[src/rtl/div_unit.sv]
// Iterative radix-2 restoring divider for RV32M DIV/DIVU/REM/REMU.
// One quotient bit per cycle; divide-by-zero and signed overflow finish without iterating.
module div_unit #(
  parameter int unsigned XLEN = 32
) (
  input  logic            clk,
  input  logic            rst_n,
  input  logic            start,
  input  logic [1:0]      op,
  input  logic [XLEN-1:0] src1,
  input  logic [XLEN-1:0] src2,
  input  logic            kill,
  output logic            busy,
  output logic            done,
  output logic [XLEN-1:0] result
);

  localparam int unsigned CNT_W = $clog2(XLEN);
  localparam logic [1:0] OP_DIV  = 2'b00;
  localparam logic [1:0] OP_DIVU = 2'b01;
  localparam logic [1:0] OP_REM  = 2'b10;

  typedef enum logic [1:0] {IDLE = 2'd0, CALC = 2'd1, DONE = 2'd2} state_t;

  state_t            state_q, state_d;
  logic              busy_d, done_d;
  logic [1:0]        op_q;
  logic [XLEN-1:0]   divisor_q, rem_q, quo_q;
  logic [CNT_W-1:0]  cnt_q;
  logic              neg_quo_q, neg_rem_q;

  logic              is_signed_c, is_rem_c, s1_neg_c, s2_neg_c;
  logic [XLEN-1:0]   mag1_c, mag2_c;
  logic              div_zero_c, overflow_c, special_c, accept_c, last_step_c;
  logic [XLEN-1:0]   special_res_c;
  logic [XLEN:0]     rem_ext_c, trial_c;
  logic [XLEN-1:0]   rem_nx_c, quo_nx_c, result_fix_c;

  // Operand conditioning for a request arriving in IDLE
  always_comb begin
    is_signed_c   = ~op[0];
    is_rem_c      = op[1];
    s1_neg_c      = src1[XLEN-1];
    s2_neg_c      = src2[XLEN-1];
    mag1_c        = (is_signed_c && s1_neg_c) ? (XLEN'(0) - src1) : src1;
    mag2_c        = (is_signed_c && s2_neg_c) ? (XLEN'(0) - src2) : src2;
    div_zero_c    = (src2 == '0);
    overflow_c    = is_signed_c && (src1 == {1'b1, {(XLEN-1){1'b0}}}) && (src2 == '1);
    special_c     = div_zero_c || overflow_c;
    accept_c      = (state_q == IDLE) && start && !kill;
    special_res_c = '0;
    if (div_zero_c)
      special_res_c = is_rem_c ? src1 : '1;
    else if (!is_rem_c)
      special_res_c = src1;
  end

  // One restoring step: shift in the next dividend bit, trial-subtract the divisor
  always_comb begin
    rem_ext_c   = {rem_q, quo_q[XLEN-1]};
    trial_c     = rem_ext_c - {1'b0, divisor_q};
    quo_nx_c    = {quo_q[XLEN-2:0], ~trial_c[XLEN]};
    rem_nx_c    = trial_c[XLEN] ? rem_ext_c[XLEN-1:0] : trial_c[XLEN-1:0];
    last_step_c = (cnt_q == CNT_W'(XLEN - 1));
    case (op_q)
      OP_DIV:  result_fix_c = neg_quo_q ? (XLEN'(0) - quo_nx_c) : quo_nx_c;
      OP_DIVU: result_fix_c = quo_nx_c;
      OP_REM:  result_fix_c = neg_rem_q ? (XLEN'(0) - rem_nx_c) : rem_nx_c;
      default: result_fix_c = rem_nx_c;
    endcase
  end

  // Next-state logic
  always_comb begin
    state_d = state_q;
    case (state_q)
      IDLE:    if (accept_c) state_d = special_c ? DONE : CALC;
      CALC: begin
        if (kill)             state_d = IDLE;
        else if (last_step_c) state_d = DONE;
      end
      DONE:    state_d = IDLE;
      default: state_d = IDLE;
    endcase
  end

  // Handshake outputs follow the state being entered
  always_comb begin
    busy_d = 1'b0;
    done_d = 1'b0;
    if (state_d == CALC) busy_d = 1'b1;
    if (state_d == DONE) done_d = 1'b1;
  end

  always_ff @(posedge clk) begin
    if (!rst_n) begin
      state_q <= IDLE;
      busy    <= 1'b0;
      done    <= 1'b0;
    end else begin
      state_q <= state_d;
      busy    <= busy_d;
      done    <= done_d;
    end
  end

  // Datapath; result only moves when a new operation completes
  always_ff @(posedge clk) begin
    if (!rst_n) begin
      op_q      <= '0;
      divisor_q <= '0;
      rem_q     <= '0;
      quo_q     <= '0;
      cnt_q     <= '0;
      neg_quo_q <= 1'b0;
      neg_rem_q <= 1'b0;
      result    <= '0;
    end else if (accept_c) begin
      op_q      <= op;
      divisor_q <= mag2_c;
      rem_q     <= '0;
      quo_q     <= mag1_c;
      cnt_q     <= '0;
      neg_quo_q <= s1_neg_c ^ s2_neg_c;
      neg_rem_q <= s1_neg_c;
      if (special_c) result <= special_res_c;
    end else if (state_q == CALC && !kill) begin
      rem_q <= rem_nx_c;
      quo_q <= quo_nx_c;
      cnt_q <= cnt_q + CNT_W'(1);
      if (last_step_c) result <= result_fix_c;
    end
  end

endmodule

[config.mk]
export PLATFORM = sky130hd
export DESIGN_NAME = div_unit
export DESIGN_NICKNAME = d
export VERILOG_FILES = /design/src/rtl/div_unit.sv
export SDC_FILE = /design/constraint.sdc
export NUM_CORES = 1
export LEC_CHECK = 0
export ABC_CLOCK_PERIOD_IN_PS = 7150
export CORE_MARGIN = 2
export CORE_UTILIZATION = 47
export DETAILED_ROUTE_END_ITERATION = 7
export GPL_TIMING_DRIVEN = 0
export HOLD_SLACK_MARGIN = 0.06
export PLACE_DENSITY_LB_ADDON = 0.05
export SLEW_MARGIN = 10
export SYNTH_ARGS = -nofsm -noshare
export SYNTH_HDL_FRONTEND = slang
export SYNTH_SLANG_ARGS = --single-unit
[constraint.sdc]
create_clock -name clk -period 7.15 [get_ports clk]
set_clock_uncertainty 0.2 [all_clocks]
set_input_delay 0.715 -clock clk [delete_from_list [all_inputs] [get_ports clk]]
set_output_delay 0.715 -clock clk [all_outputs]
set_load 0.02 [all_outputs]
==> results.txt, run 1 <==
PnR worst setup slack: 0.496 ns
Hold path endpoint: result[15]
CP startpoint kind: register
Avg WL per Cell: 22.4 µm
Remaining DRCs: 0
First-pass GRT wire length: 70000 µm
Inst Count DP: 2051
I/O pin count: 104
CTS Root Cell: clkbuf_16
PD cells: 207 nW/µm²
Post-synth EDFFs: 0
Reg2reg path depth: 21
RSZ-0062 raised after global routing: no
Number of buffers created by CTS: 17
Top post-synthesis cells by count: nand2_1 (231), nor2_1 (174), dfxtp_1 (141)
Post-route ant nets: 0
Unique masters post-synth: 86
Num rows: 57
DR iter-0 viols: 1545
Critical Path Stages: 21
Final net count: 1856
Most frequent cell after synthesis: nand2_1
GPL Wtd Cong: 1.01
Core area: 24500 µm²
Area contributors post-synth: dfxtp_1 (24%), nand2_1 (7.4%), nor2_1 (5.5%)
RR Endpoint: result[26]
Predominant post-synthesis flop cell: dfxtp_1
Critical Path RT: 7.23 ns
Worst endpoint data arrival time: 6.73 ns
CTS tree: built
Synth area leader: dfxtp_1
Clock tree buffer depth: 2
Crit path kind: register to register
Share of layout cells above drive strength 1: 4.49%
Crit path max-delay family: compound AO/OA/AOI/OAI gates
Vias/cell: 6.35
Total of max-cap violations: 0
Vias: 13200
R2r startpoint: divisor_q[0]
Remaining global-route overflow: 0
Final hold violation count: 0
Setup TNS: 0 ns
Initial core utilization: 48.2%
P&R area growth vs syn: 17.2%
Post-Syn Instances: 1624
# hold bufs at CTS: 0
PortBufs: 102
Post-CTS resize count: 0
Worst-path fanout max: 10
Vias in the first global route: 12000
Peak Freq: 0.150 GHz
Clk slew on worst S/H paths: 0.07 ns
H-tree levels: 4
Leakage power: 5.27 nW
Clk sinks: 141
Detailed Routing Iterations Pass 1: 5
Non-Filler Instances: 2084
Synth Register Bits: 141
Mapped Area: 11800 µm²
VDD IR-drop max: 0.160 mV
Min-delay src: result[15]
Die area: 26300 µm²
Crit end category: register
Hold Path Class: register to register
HPWL after detailed placement: 36700 µm
Synth warnings: 0
Bufs and invs on worst path: 4
Mapped Avg Cell Area: 7.25 µm²
Placement Setup Slack: 0.468 ns
Slowest cell delay on critical path: 0.50 ns
Slew margin rel.: 32.6%
Largest net degree at the start of global routing: 17
Share of synthesized registers carrying an async set or reset: 0%
Syn Nets: 1734
DIE HEIGHT: 162 µm
Area share of the largest cell type after synthesis: 24.0%
Slew Viols, Final: 0
Final WL: 46600 µm
Crit-path cells: ha_1 > fa_1 > nor2b_1 > o31a_1 > o21ai_2 > a211oi_1 > o21ai_0 > and2_1 > buf_6 > inv_2 > buf_2 > buf_2 > ha_1 > nor3b_2 > nand3_1 > o21ai_0 > o21ai_0 > xor2_1 > a221o_1 > o21ai_1 > a31oi_1
Latest clock arrival within the worst-skew pair: 0.43 ns
Fin crit share: 93.1%
R2r setup slk: 0.50 ns
Seq/Total Area, Yosys: 24.0%
Slowest CP cell: o21ai_0
Antenna violations before repair: 1
Final setup viols: 0
All-Layer GR Usage: 34.6%
Hold Path Depth: 2
Most used cell, CP: o21ai_0
Status: finished clean
Setup Fix Bufs, Post-CTS: 0
Die width: 162 µm
Post-layout minimum cycle time: 6.65 ns
Worst slew pin tran: 1.01 ns
[final cells by class]
type | count | area (µm²)
fillers | 2452 | 10700
multi-input cells | 1324 | 8340
flip-flops and latches | 141 | 2820
repair buffers | 103 | 1030
clock buffers | 21 | 470
plain buffers | 100 | 405
well taps | 324 | 405
inverters | 59 | 221
clock inverters | 11 | 105
diodes | 1 | 2.50
[layout by cell type, fill, tap and decap left out, drive strengths merged, types with 61 or more instances in the layout]
master and instances:
clkdlybuf4s50 102, clkbuf 96, nand2 231, xnor2 63
dfxtp 141, inv 62, a21oi 121, xor2 61
nor2 175, o21ai 87
[kinds of logic (layout without fill, tap and decap cells)]
| logic type | Yosys count | after routing | synth area share (%) |
|---|---|---|---|
| xor+xnor | 124 | 124 | 9.22 |
| compound gates | 479 | 479 | 28.2 |
| other cells | 0 | 1 | 0 |
| fa+ha+maj | 56 | 56 | 5.67 |
| buf+inv | 159 | 294 | 5.32 |
| simple gates | 637 | 637 | 25.1 |
| mux | 28 | 28 | 2.57 |
| flops | 141 | 141 | 24.0 |
[routing by layer]
| layer | share of wire [%] | vias to the layer above | global-route usage, % |
|---|---|---|---|
| li1 | - | 6152 | - |
| met1 | 44 | 6245 | 49.2 |
| met2 | 42 | 733 | 51.8 |
| met3 | 11 | 99 | 8.27 |
| met4 | 2.8 | 0 | 10.7 |
| met5 | 0 | - | 0 |
[through the flow]
stage          power, mW  hold WS [ns]  area [µm²]  util [%]
2_1_floorplan       1.59         0.241       11800         -
3_3_place_gp        1.93         0.230       13200      54.0
3_5_place_dp        1.94         0.241       13200      54.0
4_1_cts             2.83         0.251       13800      56.4
5_1_grt             2.98         0.263       13800      56.4
6_report            2.86         0.242       13800      56.4
[tightest hold or removal path, cell delays in order, from the launching register on]
cell and delay [ns]:
dfxtp_1 0.31, nand2_1 0.05, nand2_1 0.04
[power by group]
part / switching (mW) / internal (mW) / leakage, nW / total (mW)
clock network: 0.391 / 0.510 / 0.273 / 0.901
registers: 0.0499 / 0.830 / 1.15 / 0.880
logic: 0.689 / 0.392 / 3.85 / 1.08
[worst max-delay path by stage]
stage / from / endpoint / slack [ns]
2_1_floorplan: quo_q[31] / result[26] / 2.19
3_3_place_gp: quo_q[31] / result[26] / 0.53
3_5_place_dp: quo_q[31] / result[26] / 0.47
4_1_cts: quo_q[31] / result[26] / 0.43
5_1_grt: quo_q[31] / result[26] / 0.26
6_report: divisor_q[0] / result[26] / 0.50
[sequential cells by signal, summed over array words and instances (netlist names), 2 cells and up]
| name | cells |
|---|---|
| divisor_q | 32 |
| cnt_q | 5 |
| op_q | 2 |
| state_q | 2 |
| rem_q | 32 |
| result | 32 |
| quo_q | 32 |
Note: power is estimated with default switching activity, not from simulation.
==> run 2: changes to the inputs <==
--- a/config.mk
+++ b/config.mk
@@ -6,8 +6,10 @@
 export NUM_CORES = 1
 export LEC_CHECK = 0
 export ABC_CLOCK_PERIOD_IN_PS = 7150
+export CAP_MARGIN = 15
 export CORE_MARGIN = 2
 export CORE_UTILIZATION = 47
+export CTS_BUF_LIST = sky130_fd_sc_hd__clkbuf_4 sky130_fd_sc_hd__clkbuf_8
 export DETAILED_ROUTE_END_ITERATION = 7
 export GPL_TIMING_DRIVEN = 0
 export HOLD_SLACK_MARGIN = 0.06
==> results.txt, run 2 (synthesis results as in run 1) <==
Hold Path Class: register to register
Antenna violations before repair: 1
Most used cell, CP: o21ai_0
Remaining DRCs: 0
Layout fillers: 2485
Critical Path RT: 7.27 ns
Initial core utilization: 48.2%
Post-layout minimum cycle time: 6.70 ns
Crit-path cells: inv_1 > ha_1 > fa_1 > nor2b_1 > o31a_1 > o21ai_2 > a211oi_1 > o21ai_0 > and2_1 > buf_6 > inv_2 > buf_2 > buf_2 > ha_1 > nor3b_2 > nand3_1 > o21ai_0 > o21ai_0 > xor2_1 > a221o_1 > o21ai_1 > a31oi_1
Core area: 24500 µm²
CTS Root Cell: clkbuf_8
Largest net degree at the start of global routing: 17
Worst-path fanout max: 10
Leakage power: 5.19 nW
Slew Viols, Final: 0
Slew margin rel.: 29.4%
Post-route ant nets: 0
First-pass GRT wire length: 69900 µm
Met2 GRT Util: 51.7%
Bufs and invs on worst path: 5
Most frequent cells in the layout: nand2_1 (231), nor2_1 (174), dfxtp_1 (141)
PD cells: 193 nW/µm²
Crit path kind: register to register
Die area: 26300 µm²
Final hold violation count: 0
GRT met1 Usage: 49.2%
GPL Wtd Cong: 1.01
DR iter-0 viols: 1459
RSZ-0062 raised after global routing: no
Clock tree buffer depth: 2
Grt met3 use: 7.71%
Hold slack: 0.246 ns
Setup TNS: 0 ns
VDD IR-drop max: 0.110 mV
# hold bufs at CTS: 0
Commonest non-fill, non-tap cell in the layout: nand2_1
Share of layout cells above drive strength 1: 4.55%
Remaining global-route overflow: 0
Vias: 13200
H-tree levels: 4
Die width: 162 µm
Latest clock arrival within the worst-skew pair: 0.48 ns
Detailed Routing Iterations Pass 1: 5
Crit path max-delay family: compound AO/OA/AOI/OAI gates
Slowest cell delay on critical path: 0.51 ns
CTS tree: built
Final WL: 46400 µm
I/O pin count: 104
Total of max-cap violations: 0
Final net count: 1856
All-Layer GR Usage: 34.5%
Crit end category: register
Vias/cell: 6.32
Num rows: 57
Clk slew on worst S/H paths: 0.09 ns
Worst endpoint data arrival time: 6.83 ns
Clk sinks: 141
HPWL after detailed placement: 36700 µm
GRT Max-Usage Layer: met2
Fin crit share: 93.7%
Slowest CP cell: nor3b_2
DIE HEIGHT: 162 µm
Number of buffers created by CTS: 17
Worst slew pin tran: 1.06 ns
Status: finished clean
CP startpoint kind: register
Avg WL per Cell: 22.3 µm
Final setup viols: 0
P&R area growth vs syn: 15.6%
Peak Freq: 0.149 GHz
Vias in the first global route: 12000
PortBufs: 102
run 2: cell types whose count changed in the layout (fill, tap and decap cells not counted):
cell	change
clkbuf_1	-1
clkbuf_16	-17
clkbuf_4	+1
clkbuf_8	+17
run 2: path summary, 6_finish.rpt:
| check | start | end | slack (ns) | depth (start not counted) |
|---|---|---|---|---|
| worst max-delay path | quo_q[31] | result[26] | 0.45 | 22 |
| worst min-delay path | result[15] | result[15] | 0.25 | 2 |
| worst max register to register | quo_q[31] | result[26] | 0.45 | 22 |
| worst min register to register | result[15] | result[15] | 0.25 | 2 |
run 2: cell type report:
cell class / count / area [µm²] / area share, %
antenna: 1 / 2.50 / 0.0184
buffer: 100 / 405 / 2.98
clock buffer: 21 / 283 / 2.08
clock inverter: 11 / 105 / 0.772
inverter: 59 / 221 / 1.63
multi-input combinational: 1324 / 8340 / 61.3
sequential: 141 / 2820 / 20.7
tap: 324 / 405 / 2.98
timing repair buffer: 103 / 1030 / 7.54
run 2: worst register-to-register path, cell delays in order, from the launching register on:
cell	delay [ns]
dfxtp_1	0.36
inv_1	0.08
ha_1	0.22
fa_1	0.45
nor2b_1	0.21
o31a_1	0.27
o21ai_2	0.16
a211oi_1	0.34
o21ai_0	0.25
and2_1	0.22
buf_6	0.13
inv_2	0.22
buf_2	0.34
buf_2	0.36
ha_1	0.24
nor3b_2	0.51
nand3_1	0.24
o21ai_0	0.50
o21ai_0	0.32
xor2_1	0.23
a221o_1	0.38
o21ai_1	0.21
a31oi_1	0.13
run 2: metrics by stage:
stage | setup WS, ns | total power, mW | utilization (%) | area [µm²] | cells
after floorplan | 2.19 | 1.59 | - | 11800 | 1624
after global placement | 0.533 | 1.93 | 54.0 | 13200 | 2050
after detailed placement | 0.468 | 1.94 | 54.0 | 13200 | 2051
after CTS | 0.422 | 2.60 | 55.6 | 13600 | 2083
after global routing | 0.233 | 2.74 | 55.6 | 13600 | 2083
final | 0.447 | 2.63 | 55.6 | 13600 | 2084
run 2: where the power goes:
group / total [mW] / switching [mW] / internal [mW]
Combinational: 1.08 / 0.688 / 0.392
Clock: 0.671 / 0.361 / 0.310
Sequential: 0.879 / 0.0498 / 0.829
run 2: routing by layer:
layer	share of wire [%]	vias to the layer above	routed length [µm]
met1	44	6169	20600
li1	-	6140	-
met3	11	99	5000
met2	42	767	19600
met4	2.7	0	1270
met5	0	-	0
run 2: repair_timing:
item	4_1_cts	5_1_grt
endpoints found under the setup margin	0	2
setup buffers	0	0
resized for setup	0	1
==> run 3: changes to the inputs <==
--- a/config.mk
+++ b/config.mk
@@ -14,6 +14,7 @@
 export GPL_TIMING_DRIVEN = 0
 export HOLD_SLACK_MARGIN = 0.06
 export PLACE_DENSITY_LB_ADDON = 0.05
+export SETUP_SLACK_MARGIN = 0.3
 export SLEW_MARGIN = 10
 export SYNTH_ARGS = -nofsm -noshare
 export SYNTH_HDL_FRONTEND = slang
==> results.txt, run 3 (synthesis results as in run 1) <==
Initial core utilization: 48.2%
R2r setup slk: 0.70 ns
Clk sinks: 141
M1 WL: 20800 µm
Worst-path fanout max: 10
PD cells: 193 nW/µm²
Fin crit share: 90.2%
Design Area, Final: 13600 µm²
Dpl cell area: 13200 µm²
Crit end category: register
Non-Filler Instances: 2085
Hold path endpoint: result[15]
Met2 wire len: 19700 µm
Num rows: 57
GPL Wtd Cong: 1.01
Die width: 162 µm
P&R area growth vs syn: 15.6%
Hold Path Depth: 2
Power, Total: 2.64 mW
Hold slack: 0.246 ns
Layout fillers: 2486
Leakage power: 5.19 nW
R2r startpoint: quo_q[31]
Clk slew on worst S/H paths: 0.09 ns
Highest routed metal layer: met4
DIE HEIGHT: 162 µm
Min-delay src: result[15]
Reg2reg path depth: 22
Slew Viols, Final: 0
Antenna violations before repair: 1
CTS tree: built
Latest clock arrival within the worst-skew pair: 0.48 ns
Number of buffers created by CTS: 17
Remaining global-route overflow: 0
Final hold violation count: 0
Crit path kind: register to register
I/O pin count: 104
CP startpoint kind: register
Status: finished clean
Vias in the first global route: 12000
Slew margin rel.: 31.9%
Avg WL per Cell: 22.3 µm
Worst endpoint data arrival time: 6.58 ns
DR iter-0 viols: 1466
Crit-path cells: inv_1 > ha_1 > fa_1 > nor2b_1 > o31a_1 > o21ai_2 > a211oi_1 > o21ai_0 > and2_1 > buf_6 > inv_2 > buf_2 > buf_2 > ha_1 > nor3b_2 > nand3_1 > o21ai_1 > o21ai_0 > xor2_1 > a221o_1 > o21ai_1 > a31oi_1
Hold Path Class: register to register
Vias: 13100
Inst Count DP: 2051
Commonest non-fill, non-tap cell in the layout: nand2_1
Peak Freq: 0.155 GHz
CTS Root Cell: clkbuf_8
HPWL after detailed placement: 36700 µm
H-tree levels: 4
Slowest cell delay on critical path: 0.49 ns
VDD IR-drop max: 0.103 mV
All-Layer GR Usage: 34.5%
Clock tree buffer depth: 2
Most frequent cells in the layout: nand2_1 (231), nor2_1 (174), dfxtp_1 (141)
Core area: 24500 µm²
Final setup viols: 0
First-pass GRT wire length: 69900 µm
Critical Path RT: 7.28 ns
Worst slew pin tran: 1.02 ns
Vias/cell: 6.30
Worst setup startpoint: quo_q[31]
Slowest CP cell: nor3b_2
Setup TNS: 0 ns
Share of layout cells above drive strength 1: 4.66%
Die area: 26300 µm²
Remaining DRCs: 0
Final net count: 1856
Post-route ant nets: 0
PortBufs: 102
Detailed Routing Iterations Pass 1: 6
Largest net degree at the start of global routing: 17
RR Endpoint: result[26]
Total of max-cap violations: 0
RSZ-0062 raised after global routing: no
Post-layout minimum cycle time: 6.45 ns
Met3 WL: 4710 µm
Final WL: 46500 µm
[run 3: cell types whose count changed in the layout (fill, tap and decap cells not counted), sizes merged]
cell,delta
buf,-1
clkbuf,+1
diode,+1
[run 3: worst max-delay path by stage]
stage / endpoint / slack [ns]
after floorplan: result[26] / 2.19
final: result[26] / 0.70
after detailed placement: result[26] / 0.47
after global routing: result[26] / 0.41
after global placement: result[26] / 0.53
after CTS: result[26] / 0.42
[run 3: repair_timing]
item	in CTS	in global routing
setup buffers	0	0
resized for setup	0	4
hold endpoints to repair	0	0
endpoints found under the setup margin	0	3
hold buffers	0	0
[run 3: cell type report]
cell class	instances	area [µm²]	share of cell area, %
clock buffers	21	283	2.08
inverters	59	221	1.63
multi-input cells	1324	8350	61.3
plain buffers	100	407	2.99
clock inverters	11	105	0.772
flip-flops and latches	141	2820	20.7
well taps	324	405	2.98
diodes	2	5.00	0.0367
repair buffers	103	1030	7.53
[run 3: per-layer routing]
layer | vias up | global-route usage, %
li1 | 6149 | -
met1 | 6187 | 49.2
met2 | 696 | 51.7
met3 | 98 | 7.71
met4 | 0 | 10.9
met5 | - | 0
[run 3: critical path: cells and delay by family (launching register included)]
kind | cells | cell delay (ns)
compound gates | 9 | 2.34
xor+xnor | 1 | 0.22
fa+ha+maj | 3 | 0.91
buf+inv | 5 | 1.13
flops | 1 | 0.36
simple gates | 4 | 1.17
[run 3: power by group]
part / switching (mW) / internal (mW) / leakage [nW]
logic: 0.692 / 0.392 / 3.85
registers: 0.0500 / 0.829 / 1.15
clock network: 0.363 / 0.310 / 0.189
total: 1.10 / 1.53 / 5.19
[run 3: per-stage QoR]
stage / utilization, % / worst slack [ns]
after floorplan: - / 2.19
after global placement: 54.0 / 0.533
after detailed placement: 54.0 / 0.468
after CTS: 55.6 / 0.422
after global routing: 55.7 / 0.409
final: 55.7 / 0.698
